<file path="src/rtl/cpu_seq_ctrl_pkg.sv">
// Shared definitions for the accumulator CPU sequencer:
// opcodes, ALU encodings, controller states, width defaults.
package cpu_pkg;

  localparam int ADRS_W_DEF = 5;
  localparam int OP_W_DEF   = 3;

  localparam logic [2:0] OP_LOAD  = 3'd0;
  localparam logic [2:0] OP_STORE = 3'd1;
  localparam logic [2:0] OP_ADD   = 3'd2;
  localparam logic [2:0] OP_SUB   = 3'd3;
  localparam logic [2:0] OP_JMP   = 3'd4;
  localparam logic [2:0] OP_JZ    = 3'd5;
  localparam logic [2:0] OP_JC    = 3'd6;
  localparam logic [2:0] OP_HALT  = 3'd7;

  localparam logic [1:0] ALU_PASS = 2'b00;
  localparam logic [1:0] ALU_ADD  = 2'b01;
  localparam logic [1:0] ALU_SUB  = 2'b10;

  typedef enum logic [2:0] {
    S_IDLE,
    S_FETCH,
    S_DECODE,
    S_EXEC,
    S_HALTED
  } state_t;

endpackage

</file>
<file path="src/rtl/cpu_seq_ctrl_if.sv">
// Controller <-> datapath bundle: IR opcode and flags in,
// load/select strobes and status out.
interface cpu_seq_ctrl_if
  import cpu_pkg::*;
#(
  parameter int OP_W = OP_W_DEF
);

  logic [OP_W-1:0] opcode;
  logic            zero;
  logic            carry;
  logic            pc_ld;
  logic            branch;
  logic            ir_ld;
  logic            adrs_sel;
  logic            acc_ld;
  logic            flags_ld;
  logic [1:0]      alu_op;
  logic            mem_we;
  logic            halted;
  logic            busy;

  modport master (
    input  opcode, zero, carry,
    output pc_ld, branch, ir_ld, adrs_sel,
    output acc_ld, flags_ld, alu_op, mem_we,
    output halted, busy
  );

  modport slave (
    output opcode, zero, carry,
    input  pc_ld, branch, ir_ld, adrs_sel,
    input  acc_ld, flags_ld, alu_op, mem_we,
    input  halted, busy
  );

endinterface

</file>
<file path="src/rtl/cpu_branch_dec.sv">
// Opcode classifier and branch-condition evaluation
// for the sequencer's DECODE cycle.
module cpu_branch_dec
  import cpu_pkg::*;
#(
  parameter int OP_W = OP_W_DEF
) (
  input  logic [OP_W-1:0] opcode,
  input  logic            zero,
  input  logic            carry,
  output logic            branch,
  output logic            is_mem_op,
  output logic            is_store,
  output logic            is_halt
);

  always_comb begin
    branch    = 1'b0;
    is_mem_op = 1'b0;
    is_store  = 1'b0;
    is_halt   = 1'b0;
    unique case (1'b1)
      opcode == OP_W'(OP_LOAD),
      opcode == OP_W'(OP_ADD),
      opcode == OP_W'(OP_SUB):
        is_mem_op = 1'b1;
      opcode == OP_W'(OP_STORE): begin
        is_mem_op = 1'b1;
        is_store  = 1'b1;
      end
      opcode == OP_W'(OP_JMP): branch  = 1'b1;
      opcode == OP_W'(OP_JZ):  branch  = zero;
      opcode == OP_W'(OP_JC):  branch  = carry;
      opcode == OP_W'(OP_HALT): is_halt = 1'b1;
      default: ;
    endcase
  end

endmodule

</file>
<file path="src/rtl/cpu_seq_ctrl.sv">
// Instruction-sequencing FSM for the accumulator CPU.
// Optional breakpoint support: define CPU_SEQ_BREAKPOINT_EN.
module cpu_seq_ctrl
  import cpu_pkg::*;
#(
  parameter int MEM_LAT = 1,
  parameter int OP_W    = OP_W_DEF
`ifdef CPU_SEQ_BREAKPOINT_EN
  ,
  parameter int ADRS_W  = ADRS_W_DEF
`endif
) (
  input  logic              clk,
  input  logic              rst,
  input  logic              run,
  input  logic              step_req,
`ifdef CPU_SEQ_BREAKPOINT_EN
  input  logic              bp_en,
  input  logic [ADRS_W-1:0] bp_adrs,
  input  logic [ADRS_W-1:0] pc_val,
  output logic              bp_hit,
`endif
  cpu_seq_ctrl_if.master    bus
);

  localparam int CW = $clog2(MEM_LAT + 1);
  localparam logic [CW-1:0] LAST = CW'(MEM_LAT - 1);

  state_t        state, state_nxt;
  logic [CW-1:0] cnt, cnt_nxt;
  logic          br, is_mem_op, is_store, is_halt;
  logic          end_instr, go, stop, wait_done;
  logic [1:0]    alu_sel;

  cpu_branch_dec #(.OP_W(OP_W)) u_dec (
    .opcode    (bus.opcode),
    .zero      (bus.zero),
    .carry     (bus.carry),
    .branch    (br),
    .is_mem_op (is_mem_op),
    .is_store  (is_store),
    .is_halt   (is_halt)
  );

`ifdef CPU_SEQ_BREAKPOINT_EN
  logic bp_hold, bp_match;

  assign bp_match = bp_en && (pc_val == bp_adrs);
  assign stop     = bp_match;
  // after a breakpoint, run must drop before it restarts us
  assign go       = step_req || (run && !bp_hold);

  always_ff @(posedge clk) begin
    if (rst) begin
      bp_hit  <= 1'b0;
      bp_hold <= 1'b0;
    end else begin
      bp_hit <= end_instr && bp_match;
      if (end_instr && bp_match)
        bp_hold <= 1'b1;
      else if (!run || (state == S_IDLE && step_req))
        bp_hold <= 1'b0;
    end
  end
`else
  assign stop = 1'b0;
  assign go   = run || step_req;
`endif

  assign wait_done = (cnt == LAST);

  always_comb begin
    alu_sel = ALU_PASS;
    if (bus.opcode == OP_W'(OP_ADD)) alu_sel = ALU_ADD;
    if (bus.opcode == OP_W'(OP_SUB)) alu_sel = ALU_SUB;
  end

  always_ff @(posedge clk) begin
    if (rst) begin
      state <= S_IDLE;
      cnt   <= '0;
    end else begin
      state <= state_nxt;
      cnt   <= cnt_nxt;
    end
  end

  always_comb begin
    state_nxt    = state;
    cnt_nxt      = '0;
    end_instr    = 1'b0;
    bus.pc_ld    = 1'b0;
    bus.branch   = 1'b0;
    bus.ir_ld    = 1'b0;
    bus.adrs_sel = 1'b0;
    bus.acc_ld   = 1'b0;
    bus.flags_ld = 1'b0;
    bus.alu_op   = ALU_PASS;
    bus.mem_we   = 1'b0;
    bus.halted   = 1'b0;
    bus.busy     = 1'b1;
    unique case (state)
      S_IDLE: begin
        bus.busy = 1'b0;
        if (go) state_nxt = S_FETCH;
      end
      S_FETCH: begin
        if (wait_done) begin
          bus.ir_ld = 1'b1;
          state_nxt = S_DECODE;
        end else begin
          cnt_nxt = cnt + 1'b1;
        end
      end
      S_DECODE: begin
        if (is_halt) begin
          state_nxt = S_HALTED;
        end else begin
          bus.pc_ld  = 1'b1;
          bus.branch = br;
          if (is_mem_op) state_nxt = S_EXEC;
          else           end_instr = 1'b1;
        end
      end
      S_EXEC: begin
        bus.adrs_sel = 1'b1;
        if (is_store) begin
          bus.mem_we = 1'b1;
          end_instr  = 1'b1;
        end else if (wait_done) begin
          bus.acc_ld   = 1'b1;
          bus.flags_ld = 1'b1;
          bus.alu_op   = alu_sel;
          end_instr    = 1'b1;
        end else begin
          cnt_nxt = cnt + 1'b1;
        end
      end
      S_HALTED: begin
        bus.busy   = 1'b0;
        bus.halted = 1'b1;
      end
      default: state_nxt = S_IDLE;
    endcase
    if (end_instr)
      state_nxt = (run && !stop) ? S_FETCH : S_IDLE;
  end

endmodule

</file>
<file path="src/flat_wrapper.sv">
// flat-port wrapper written by rule: the top's interface ports become plain ports
module cpu_seq_ctrl_flat import cpu_pkg::*;
#(
  parameter int MEM_LAT = 1,
  parameter int OP_W    = OP_W_DEF

)
  (clk, rst, run, step_req, bus_opcode, bus_zero, bus_carry, bus_pc_ld, bus_branch, bus_ir_ld, bus_adrs_sel, bus_acc_ld, bus_flags_ld, bus_alu_op, bus_mem_we, bus_halted, bus_busy);
  cpu_seq_ctrl_if #(.OP_W(OP_W)) bus_i ();
  input  logic clk;
  input  logic rst;
  input  logic run;
  input  logic step_req;
  input wire logic [$bits(bus_i.opcode)-1:0] bus_opcode;
  input wire logic [$bits(bus_i.zero)-1:0] bus_zero;
  input wire logic [$bits(bus_i.carry)-1:0] bus_carry;
  output wire logic [$bits(bus_i.pc_ld)-1:0] bus_pc_ld;
  output wire logic [$bits(bus_i.branch)-1:0] bus_branch;
  output wire logic [$bits(bus_i.ir_ld)-1:0] bus_ir_ld;
  output wire logic [$bits(bus_i.adrs_sel)-1:0] bus_adrs_sel;
  output wire logic [$bits(bus_i.acc_ld)-1:0] bus_acc_ld;
  output wire logic [$bits(bus_i.flags_ld)-1:0] bus_flags_ld;
  output wire logic [$bits(bus_i.alu_op)-1:0] bus_alu_op;
  output wire logic [$bits(bus_i.mem_we)-1:0] bus_mem_we;
  output wire logic [$bits(bus_i.halted)-1:0] bus_halted;
  output wire logic [$bits(bus_i.busy)-1:0] bus_busy;
  assign bus_i.opcode = bus_opcode;
  assign bus_i.zero = bus_zero;
  assign bus_i.carry = bus_carry;
  assign bus_pc_ld = bus_i.pc_ld;
  assign bus_branch = bus_i.branch;
  assign bus_ir_ld = bus_i.ir_ld;
  assign bus_adrs_sel = bus_i.adrs_sel;
  assign bus_acc_ld = bus_i.acc_ld;
  assign bus_flags_ld = bus_i.flags_ld;
  assign bus_alu_op = bus_i.alu_op;
  assign bus_mem_we = bus_i.mem_we;
  assign bus_halted = bus_i.halted;
  assign bus_busy = bus_i.busy;
  cpu_seq_ctrl #(.MEM_LAT(MEM_LAT), .OP_W(OP_W)) u_core (.clk(clk), .rst(rst), .run(run), .step_req(step_req), .bus(bus_i));
endmodule
</file>
<file path="config.mk">
export PLATFORM = sky130hd
export DESIGN_NAME = cpu_seq_ctrl_flat
export DESIGN_NICKNAME = d
export VERILOG_FILES = /design/src/rtl/cpu_seq_ctrl_pkg.sv /design/src/rtl/cpu_seq_ctrl_if.sv /design/src/rtl/cpu_branch_dec.sv /design/src/rtl/cpu_seq_ctrl.sv /design/src/flat_wrapper.sv
export SDC_FILE = /design/constraint.sdc
export NUM_CORES = 1
export LEC_CHECK = 0
export ABC_AREA = 1
export BUFFER_PORTS_ARGS = -buffer_cell sky130_fd_sc_hd__clkbuf_2
export CAP_MARGIN = 20
export CELL_PAD_IN_SITES_DETAIL_PLACEMENT = 1
export CELL_PAD_IN_SITES_GLOBAL_PLACEMENT = 2
export CORE_MARGIN = 5
export CORE_UTILIZATION = 14
export DETAILED_ROUTE_END_ITERATION = 10
export PLACE_DENSITY = 0.76
export SLEW_MARGIN = 10
export SYNTH_ARGS = -nofsm -noshare
export SYNTH_HDL_FRONTEND = slang
export SYNTH_SLANG_ARGS = --single-unit
</file>
<file path="constraint.sdc">
create_clock -name clk -period 0.8 [get_ports clk]
set_input_delay 0.04 -clock clk [delete_from_list [all_inputs] [get_ports clk]]
set_output_delay 0.04 -clock clk [all_outputs]
set_load 0.03 [all_outputs]
</file>
==> metrics.md, run 1 <==
| Metric | Value |
|---|---|
| Total CTS buffers | `3` |
| First-pass GRT wire length | `2170 um` |
| Top cell by count, worst path | `inv_4` |
| Fmax | `~800 MHz` |
| Hold Path Origin | `rst` |
| Setup TNS Final | `-5.38 ns` |
| Fin cells | `121` |
| Full die area | `2950 um2` |
| Antenna-violating nets left | `0` |
| Clock Tree Buf Depth | `2` |
| Slowest-stage cell, CP | `dfxtp_2` |
| First drt pass iteration count | `1` |
| Largest regs | `u_core.state x3` |
| Layout cell share with drive strength beyond 1 | `0.777` |
| Lkg Pwr | `0.000403 uW` |
| Max FFs per register | `3` |
| Die Y | `54.3 um` |
| Post-synthesis sequential area ratio | `0.218` |
| Buf+Inv Stages, Crit Path | `3` |
| Grt ovf | `0` |
| FP Rows | `16` |
| Power Dens Cells | `1310 nW/um2` |
| Detailed router's first-iteration violation count | `0` |
| Mapped Area | `between 200 and 300 um2` |
| Synth cell types | `16` |
| Clock skew | `0.00222 ns` |
| Max IR drop VDD | `around 600 uV` |
| CTS tree | `built` |
| Post-synthesis instance total | `47` |
| Vias in the first global route | `approximately 500` |
| Initial antenna violation count | `0` |
| Final setup margin | `-0.448 ns` |
| Inst Count DP | `108` |
| ANT cells | `0` |
| Status | `complete, but fails checks` |
| Period utilization | `1.56` |
| Layout Nets | `~100` |
| Final hold viol count | `0` |
| Period minus WS final | `1.25 ns` |
| Crit. Startpoint | `u_core.state[2]$_SDFFE_PP0P_` |
| Crit Reg-Reg Startpoint | `u_core.state[2]$_SDFFE_PP0P_` |
| Required time worst endpoint | `0.76 ns` |
| Pin count of the biggest net entering global routing | `7` |
| Clock root buffer | `clkbuf_4` |
| # DRC | `0` |
| Worst-margin pin slew | `0.303 ns` |
| Die Wd | `between 50 and 60 um` |
| GRT Total Usage | `0.104` |
| Syn nets | `between 50 and 60` |
| Clock sinks | `3` |
| Area growth syn-to-layout | `210%` |
| Failing checks | `negative setup slack` |
| YS warnings | `0` |
| PnR Total Power | `~1100 uW` |
| Critical path class | `reg -> out` |
| RSZ-0062 raised after global routing | `true` |
| Hold buffer count at CTS | `0` |
| Io pins | `20` |
| Pins Over Slew Limit | `0` |
| Crit path max fanout | `3` |
| Layout Utilization | `0.445` |
| Initial Util | `0.143` |
| Core area | `just under 2000 um2` |
| Crit path launch type | `flip-flop` |
| Max Cap Violations | `0` |
| Max-slew headroom | `0.797` |
| Setup violators final | `14` |
| Seq cells post-synth | `3` |
| RD Place Congestion | `about 0.65` |
| Wire per inst | `11.5 um` |
| Worst-skew pair later-pin latency | `0.23 ns` |
| Biggest register | `u_core.state` |
| Via count | `477` |
| Crit path DAT | `1.21 ns` |
| Port bufs | `19` |
| Post-DP HPWL | `between 900 and 1000 um` |
| Drt total wl | `between 1000 and 1500 um` |
| Crit path largest cell delay | `0.33 ns` |
| Critical-path cell list | `inv_4 -> nand2_4 -> nor2_4 -> inv_4 -> nor3_4 -> buf_8` |
| CP Capture Type | `output port` |
| DR vias/cell | `3.94` |
| Min-delay worst type | `in -> reg` |
| Clk slew on worst S/H paths | `0.04 ns` |
| H-tree depth | `1` |
| Syn Area/Cell | `5.86 um2` |
| Cell family with most CP delay | `simple AND/OR/NAND/NOR gates` |
[worst paths after layout]
path,slack (ns),endpoint,cells past startpoint
setup / recovery,-0.45,bus_alu_op[1],6
hold / removal,0.01,u_core.state[0]$_SDFFE_PP0P_,2
setup reg to reg,-0.43,u_core.state[0]$_SDFFE_PP0P_,10
hold reg to reg,0.73,u_core.state[0]$_SDFFE_PP0P_,5
[metrics by stage]
stage / hold slack (ns) / area (um2) / setup WS (ns)
after detailed placement: 0.257 / 572 / -0.283
after floorplan: 0.102 / 334 / -0.384
after global placement: 0.259 / 572 / -0.249
after global routing: 0.0276 / 855 / -0.532
final: 0.0130 / 855 / -0.448
after CTS: 0.00153 / 797 / -0.442
[worst register-to-register path, stage by stage (launching register included)]
cell	delay, ns
dfxtp_2	0.33
inv_4	0.07
nand2_4	0.06
buf_4	0.13
buf_6	0.10
buf_6	0.10
a21oi_4	0.12
nand2_1	0.06
nand2_1	0.07
nand2_2	0.05
nor2_2	0.07
[report_power, final]
group / internal, uW / switching [uW] / leakage [uW]
clock network: 186 / 72.0 / 0.0000150
registers: 171 / 23.3 / 0.0000261
logic: 341 / 328 / 0.000361
[synthesized netlist by cell type]
cell type / number / share of area
a21oi_1: 2 / 0.036
a21oi_2: 1 / 0.032
buf_4: 1 / 0.027
dfxtp_1: 3 / 0.22
inv_1: 9 / 0.12
inv_2: 1 / 0.014
nand2_1: 6 / 0.082
nand2_2: 2 / 0.045
nand3_1: 3 / 0.055
nor2_1: 9 / 0.12
nor2_2: 2 / 0.045
nor3_1: 3 / 0.055
nor3_2: 1 / 0.036
nor4_2: 1 / 0.045
o211ai_1: 1 / 0.027
o21ai_0: 2 / 0.036
[per-layer routing]
metal  track usage  share of wire
met5             0              0
met4        0.0498              0
met3        0.0163          0.043
met2         0.215           0.64
met1        0.0937           0.32
[layout by cell type (no fill, tap or decap), drive strengths merged]
cell type	n
a21oi	3
o21ai	2
nor2	11
dfxtp	3
o211ai	1
inv	10
nor3	4
nand3	3
nand2	8
clkbuf	15
buf	33
nor4	1
[logic make-up (layout without fill, tap and decap cells)]
group | after synthesis | in the layout | synth area share
AOI/OAI and AO/OA | 6 | 6 | 0.132
DFF | 3 | 3 | 0.218
buffers and inverters | 11 | 58 | 0.164
and+or+nand+nor | 27 | 27 | 0.486
[area by class of cell]
cell class                 instances  area (um2)
fill                             247        1070
timing repair buffer              44         415
multi-input combinational         33         265
sequential                         3        66.3
inverter                          10        47.5
tap                               27        33.8
clock buffer                       4        26.3
[timing repair]
action	4_1_cts	5_1_grt
resized for setup	41	16
setup endpoints to repair	14	14
buffers inserted	7	3
pin swaps	6	8
(Power assumes the default switching activity.)
==> inputs of run 2 (changes only) <==
==> constraint.sdc (replaced) <==
create_clock -name clk -period 1.1 [get_ports clk]
set_input_delay 0.055 -clock clk [delete_from_list [all_inputs] [get_ports clk]]
set_output_delay 0.055 -clock clk [all_outputs]
set_load 0.03 [all_outputs]
==> run 2 against run 1 <==
Net effect: the flow still finishes with violations (negative setup slack); cell area decreased by 20%; clock power is 26% lower; combinational power down 47%; final cell count shrank 11%; global-route usage decreased by 2.0 points; via count decreased by 11%; critical endpoint is now bus_alu_op[0]; largest power group unchanged.
==> metrics.md, run 2 (synthesis gave the netlist of run 1 again) <==
| Metric | Value |
|---|---|
| Worst-skew pair later-pin latency | `0.23 ns (about the same)` |
| Inst Count DP | `96 (was 108)` |
| Max Cap Violations | `0 (unchanged)` |
| Pin count of the biggest net entering global routing | `7 (unchanged)` |
| GR Util met2 | `0.157 (was 0.215)` |
| Max FFs per register | `3 (unchanged)` |
| Most frequent cells in the layout | `buf_4, clkbuf_2, clkbuf_8 (was buf_4, buf_6, clkbuf_2, buf_8)` |
| ANT cells | `0 (unchanged)` |
| H-tree depth | `1 (unchanged)` |
| Clock skew | `0.000582 ns (was 0.00222 ns)` |
| Detailed router's first-iteration violation count | `2 (was 0)` |
| RSZ-0062 raised after global routing | `true (unchanged)` |
| Critical-path cell list | `inv_4 -> nand2_4 -> nor2_4 -> inv_4 -> nor4_4 -> clkbuf_8 (was inv_4 -> nand2_4 -> nor2_4 -> inv_4 -> nor3_4 -> buf_8)` |
| Initial antenna violation count | `0 (unchanged)` |
| Final hold viol count | `0 (unchanged)` |
| Biggest register | `u_core.state (unchanged)` |
| Clock Tree Buf Depth | `2 (unchanged)` |
| Slowest-stage cell, CP | `dfxtp_2 (unchanged)` |
| Pins Over Slew Limit | `0 (unchanged)` |
| Grt ovf | `0 (unchanged)` |
| First drt pass iteration count | `2 (was 1)` |
| Die Y | `54.3 um (unchanged)` |
| Die Wd | `54.3 um (unchanged)` |
| Crit path largest cell delay | `0.32 ns (was 0.33 ns)` |
| Period minus WS final | `1.27 ns` |
| Area growth syn-to-layout | `149% (was 210%)` |
| DR vias/cell | `3.92 (was 3.94)` |
| CTS tree | `built (unchanged)` |
| Setup violators final | `11 (was 14)` |
| CP Capture Type | `output port (unchanged)` |
| # DRC | `0 (unchanged)` |
| Port bufs | `19 (unchanged)` |
| Max IR drop VDD | `484 uV (was 604 uV)` |
| Hold buffer count at CTS | `0 (unchanged)` |
| Vias in the first global route | `442 (was 503)` |
| Min-delay worst type | `in -> reg (unchanged)` |
| Buf+Inv Stages, Crit Path | `3 (unchanged)` |
| Crit path max fanout | `3 (unchanged)` |
| Crit path launch type | `flip-flop (unchanged)` |
| Status | `complete, but fails checks (unchanged)` |
| Layout Nets | `91 (was 104)` |
| Met1 usage | `0.0793 (was 0.0937)` |
| PnR Total Power | `688 uW (was 1120 uW)` |
| Cell family with most CP delay | `simple AND/OR/NAND/NOR gates (unchanged)` |
| Critical path class | `reg -> out (unchanged)` |
| Post-DP HPWL | `797 um (was 942 um)` |
| Initial Util | `0.143 (unchanged)` |
| Max-slew headroom | `0.831 (was 0.797)` |
| Lkg Pwr | `0.000324 uW (was 0.000403 uW)` |
| Io pins | `20 (unchanged)` |
| Drt total wl | `1130 um (was 1390 um)` |
| Clk slew on worst S/H paths | `0.04 ns (about the same)` |
| Clock root buffer | `clkbuf_4 (unchanged)` |
| Worst-margin pin slew | `0.252 ns (was 0.303 ns)` |
| Most common cell after layout, fill and taps aside | `buf_4 (unchanged)` |
| FP Rows | `16 (unchanged)` |
| Full die area | `2950 um2 (unchanged)` |
| Total CTS buffers | `3 (unchanged)` |
| Period utilization | `1.16` |
| Antenna-violating nets left | `0 (unchanged)` |
| Failing checks | `negative setup slack (unchanged)` |
| Final hold slack | `0.0214 ns (was 0.0130 ns)` |
| RD Place Congestion | `0.626 (was 0.650)` |
| Layout cell share with drive strength beyond 1 | `0.691 (was 0.777)` |
| Via count | `423 (was 477)` |
| Final setup margin | `-0.172 ns (was -0.448 ns)` |
| Top cell by count, worst path | `inv_4 (unchanged)` |
| Core area | `1920 um2 (unchanged)` |
| Largest regs | `u_core.state x3 (unchanged)` |
| First-pass GRT wire length | `1790 um (was 2170 um)` |
| Met3 Resource Use GR | `0.0163 (unchanged)` |
| GRT Total Usage | `0.0839 (was 0.104)` |
| Layout Utilization | `0.356 (was 0.445)` |
| Wire per inst | `10.4 um (was 11.5 um)` |
| Clock sinks | `3 (unchanged)` |
| Fin cells | `108 (was 121)` |
| Required time worst endpoint | `1.04 ns (was 0.76 ns)` |
| Power Dens Cells | `1010 nW/um2 (was 1310 nW/um2)` |
| Crit path DAT | `1.22 ns (was 1.21 ns)` |
| Fmax | `786 MHz` |
| Most used routing layer in global routing | `met2 (unchanged)` |
## run 2: changes by cell type in the layout (fill, tap and decap cells not counted), moves of 2 or more
cell / change
buf_6: -10
buf_4: -5
buf_8: -4
clkbuf_8: +3
clkbuf_4: +2
nand2_1: +2
## run 2: area by class of cell
cell class	instances	area [um2]
sequential	3	66.3
fill	253	1240
clock buffer	4	26.3
timing repair buffer	31	267
inverter	10	45.0
multi-input combinational	33	246
tap	27	33.8
## run 2: timing repair
item | in CTS | in global routing
setup buffers | 3 | 7
pin swaps | 1 | 7
setup endpoints to repair | 10 | 11
gates resized for setup | 27 | 8
## run 2: final timing paths
check	from	to	slack, ns	cells past startpoint
setup / recovery	u_core.state[2]$_SDFFE_PP0P_	bus_alu_op[0]	-0.17	6
hold / removal	rst	u_core.state[0]$_SDFFE_PP0P_	0.02	2
setup reg to reg	u_core.state[2]$_SDFFE_PP0P_	u_core.state[0]$_SDFFE_PP0P_	0.10	8
hold reg to reg	u_core.state[0]$_SDFFE_PP0P_	u_core.state[0]$_SDFFE_PP0P_	0.65	4
## run 2: report_power, final
group	switching (uW)	internal, uW
registers	16.2	124
logic	198	158
clock network	55.6	136
total	270	418
## run 2: metrics by stage
| step | instance area (um2) | TNS (ns) | setup slack, ns |
|---|---|---|---|
| floorplan | 327 | -0.266 | -0.102 |
| global placement | 474 | 0 | 0.0113 |
| detailed placement | 474 | -0.0118 | -0.0118 |
| CTS | 624 | -1.01 | -0.200 |
| global route | 684 | -1.83 | -0.252 |
| finish | 684 | -1.11 | -0.172 |
## run 2: routing by layer
| layer | vias to the layer above | share of wire |
|---|---|---|
| met4 | 0 | 0 |
| met3 | 0 | 0.11 |
| li1 | 213 | - |
| met2 | 15 | 0.55 |
| met1 | 195 | 0.34 |
| met5 | - | 0 |
==> inputs of run 3 (changes only) <==
--- a/config.mk
+++ b/config.mk
@@ -11,10 +11,11 @@
 export CELL_PAD_IN_SITES_DETAIL_PLACEMENT = 1
 export CELL_PAD_IN_SITES_GLOBAL_PLACEMENT = 2
 export CORE_MARGIN = 5
-export CORE_UTILIZATION = 14
+export CORE_UTILIZATION = 16
 export DETAILED_ROUTE_END_ITERATION = 10
-export PLACE_DENSITY = 0.76
+export PLACE_DENSITY = 0.82
 export SLEW_MARGIN = 10
 export SYNTH_ARGS = -nofsm -noshare
 export SYNTH_HDL_FRONTEND = slang
 export SYNTH_SLANG_ARGS = --single-unit
+export TNS_END_PERCENT = 50
==> constraint.sdc (replaced) <==
create_clock -name clk -period 1.3 [get_ports clk]
set_input_delay 0.065 -clock clk [delete_from_list [all_inputs] [get_ports clk]]
set_output_delay 0.065 -clock clk [all_outputs]
set_load 0.03 [all_outputs]
==> run 3 against run 2 <==
Net effect: the run now ends clean; critical path depth unchanged; utilization is 6.3 points lower; final cell count down 19%; clock power is 16% lower; power shrank 30%; worst hold slack better by 0.015 ns; sequential power down 16%.
==> metrics.md, run 3 (synthesis gave the netlist of run 1 again) <==
| Metric | Value |
|---|---|
| Layout Utilization | `0.293 (was 0.356)` |
| Hold buffer count at CTS | `0 (unchanged)` |
| Cell family with most CP delay | `flip-flops (was simple AND/OR/NAND/NOR gates)` |
| FP Rows | `15 (was 16)` |
| Clock root buffer | `clkbuf_4 (unchanged)` |
| Initial antenna violation count | `0 (unchanged)` |
| Status | `complete, no violations (was complete, but fails checks)` |
| Reg2reg end | `u_core.state[0]$_SDFFE_PP0P_ (unchanged)` |
| Lkg Pwr | `0.000255 uW (was 0.000324 uW)` |
| Max-slew headroom | `0.858 (was 0.831)` |
| Layout Nets | `81 (was 91)` |
| Power Dens Cells | `969 nW/um2 (was 1010 nW/um2)` |
| First drt pass iteration count | `3 (was 2)` |
| Crit path DAT | `1.17 ns (was 1.22 ns)` |
| Pre-CTS setup slack | `0.136 ns (was -0.0118 ns)` |
| Worst-margin pin slew | `0.211 ns (was 0.252 ns)` |
| Min-delay worst type | `in -> reg (unchanged)` |
| Drt total wl | `885 um (was 1130 um)` |
| Io pins | `20 (unchanged)` |
| Crit Reg-Reg Startpoint | `u_core.state[2]$_SDFFE_PP0P_ (unchanged)` |
| Detailed router's first-iteration violation count | `4 (was 2)` |
| CP Capture Type | `output port (unchanged)` |
| Layout cell share with drive strength beyond 1 | `0.577 (was 0.691)` |
| Crit path max fanout | `4 (was 3)` |
| Worst-skew pair later-pin latency | `0.23 ns (about the same)` |
| CTS tree | `built (unchanged)` |
| Clock skew | `0.00172 ns (was 0.000582 ns)` |
| Crit path largest cell delay | `0.33 ns (was 0.32 ns)` |
| Full die area | `2650 um2 (was 2950 um2)` |
| Buf+Inv Stages, Crit Path | `3 (unchanged)` |
| RSZ-0062 raised after global routing | `true (unchanged)` |
| Pins Over Slew Limit | `0 (unchanged)` |
| Max IR drop VDD | `356 uV (was 484 uV)` |
| First-pass GRT wire length | `1440 um (was 1790 um)` |
| RD Place Congestion | `0.700 (was 0.626)` |
| GRT Total Usage | `0.0724 (was 0.0839)` |
| Max FFs per register | `3 (unchanged)` |
| Period minus WS final | `1.24 ns` |
| Final setup margin | `0.0642 ns (was -0.172 ns)` |
| Antenna-violating nets left | `0 (unchanged)` |
| # DRC | `0 (unchanged)` |
| Clk slew on worst S/H paths | `0.04 ns (about the same)` |
| Final hold viol count | `0 (unchanged)` |
| Critical path class | `reg -> out (unchanged)` |
| R2R depth | `7 (was 8)` |
| Worst path depth | `6 (unchanged)` |
| Vias in the first global route | `364 (was 442)` |
| Fmax | `809 MHz` |
| Setup TNS Final | `0 ns (was -1.11 ns)` |
| Clock sinks | `3 (unchanged)` |
| Max Cap Violations | `0 (unchanged)` |
| Initial Util | `0.163 (was 0.143)` |
| Setup violators final | `0 (was 11)` |
| Biggest register | `u_core.state (unchanged)` |
| Worst Setup EP | `bus_alu_op[0] (unchanged)` |
| Crit path launch type | `flip-flop (unchanged)` |
| Number of fill cells | `223 (was 253)` |
| Pin count of the biggest net entering global routing | `7 (unchanged)` |
| Wire per inst | `10.1 um (was 10.4 um)` |
| Crit. Startpoint | `u_core.state[2]$_SDFFE_PP0P_ (unchanged)` |
| Total CTS buffers | `3 (unchanged)` |
| Area growth syn-to-layout | `80.0% (was 149%)` |
| Required time worst endpoint | `1.24 ns (was 1.04 ns)` |
| Die Y | `51.5 um (was 54.3 um)` |
| Most common cell after layout, fill and taps aside | `clkbuf_2 (was buf_4)` |
| Most frequent cells in the layout | `clkbuf_2, nor2_1, inv_1, nand2_1, buf_4 (was buf_4, clkbuf_2, clkbuf_8)` |
| Core area | `1690 um2 (was 1920 um2)` |
| Post-DP HPWL | `765 um (was 797 um)` |
| Largest regs | `u_core.state x3 (unchanged)` |
| Port bufs | `19 (unchanged)` |
| Die Wd | `51.5 um (was 54.3 um)` |
| R2R Setup Slk | `0.37 ns (was 0.10 ns)` |
| ANT cells | `0 (unchanged)` |
| H-tree depth | `1 (unchanged)` |
| Period utilization | `0.951` |
| DR vias/cell | `4.25 (was 3.92)` |
| PnR Total Power | `480 uW (was 688 uW)` |
| Critical-path cell list | `inv_4 -> nand2_4 -> nor2_4 -> inv_2 -> nor4_4 -> clkbuf_8 (was inv_4 -> nand2_4 -> nor2_4 -> inv_4 -> nor4_4 -> clkbuf_8)` |
| Via count | `374 (was 423)` |
| Slowest-stage cell, CP | `dfxtp_2 (unchanged)` |
| Grt ovf | `0 (unchanged)` |
| Clock Tree Buf Depth | `2 (unchanged)` |
## run 3: changes by cell type in the layout (fill, tap and decap cells not counted), sizes merged
cell	change
buf	-10
## run 3: through the flow
stage / cell area (um2) / hold slack [ns] / cells
2_1_floorplan: 299 / 0.132 / 47
3_3_place_gp: 408 / 0.280 / 82
3_5_place_dp: 408 / 0.284 / 82
4_1_cts: 455 / 0.0367 / 86
5_1_grt: 495 / 0.0412 / 88
6_report: 495 / 0.0365 / 88
## run 3: report_power, final
| group | switching (uW) | total [uW] | internal [uW] |
|---|---|---|---|
| combinational | 135 | 201 | 66.3 |
| clock | 44.9 | 160 | 115 |
| sequential | 14.0 | 119 | 105 |
| total | 194 | 480 | 286 |
## run 3: worst min-delay path by stage
stage / start / endpoint / slack [ns] / cells past startpoint
6_report: rst / u_core.state[0]$_SDFFE_PP0P_ / 0.04 / 2
5_1_grt: rst / u_core.state[0]$_SDFFE_PP0P_ / 0.04 / 2
4_1_cts: rst / u_core.state[0]$_SDFFE_PP0P_ / 0.04 / 2
3_5_place_dp: rst / u_core.state[0]$_SDFFE_PP0P_ / 0.28 / 2
3_3_place_gp: rst / u_core.state[0]$_SDFFE_PP0P_ / 0.28 / 2
2_1_floorplan: rst / u_core.state[0]$_SDFFE_PP0P_ / 0.13 / 1
## run 3: worst reg2reg max path: stages, from the launching register on
cell,delay [ns]
dfxtp_2,0.33
inv_4,0.07
nand2_4,0.05
a21oi_2,0.16
nand2_1,0.07
nand2_1,0.06
nand2_1,0.05
nor2_2,0.07
## run 3: cell type report
type | count | area [um2] | share of cell area
clock buffers | 4 | 26.3 | 0.0530
multi-input cells | 33 | 201 | 0.407
well taps | 17 | 21.3 | 0.0429
repair buffers | 21 | 138 | 0.278
flip-flops and latches | 3 | 66.3 | 0.134
inverters | 10 | 42.5 | 0.0859
## run 3: layer usage
| layer | vias up | track usage | wire [um] |
|---|---|---|---|
| li1 | 194 | - | - |
| met1 | 166 | 0.0804 | 363 |
| met2 | 14 | 0.119 | 443 |
| met3 | 0 | 0.0175 | 78 |
| met4 | 0 | 0.0524 | 0 |
| met5 | - | 0 | 0 |
## run 3: timing repair
action | CTS | global route
setup buffers | 0 | 2
resized for setup | 8 | 18
endpoints found under the setup margin | 7 | 6
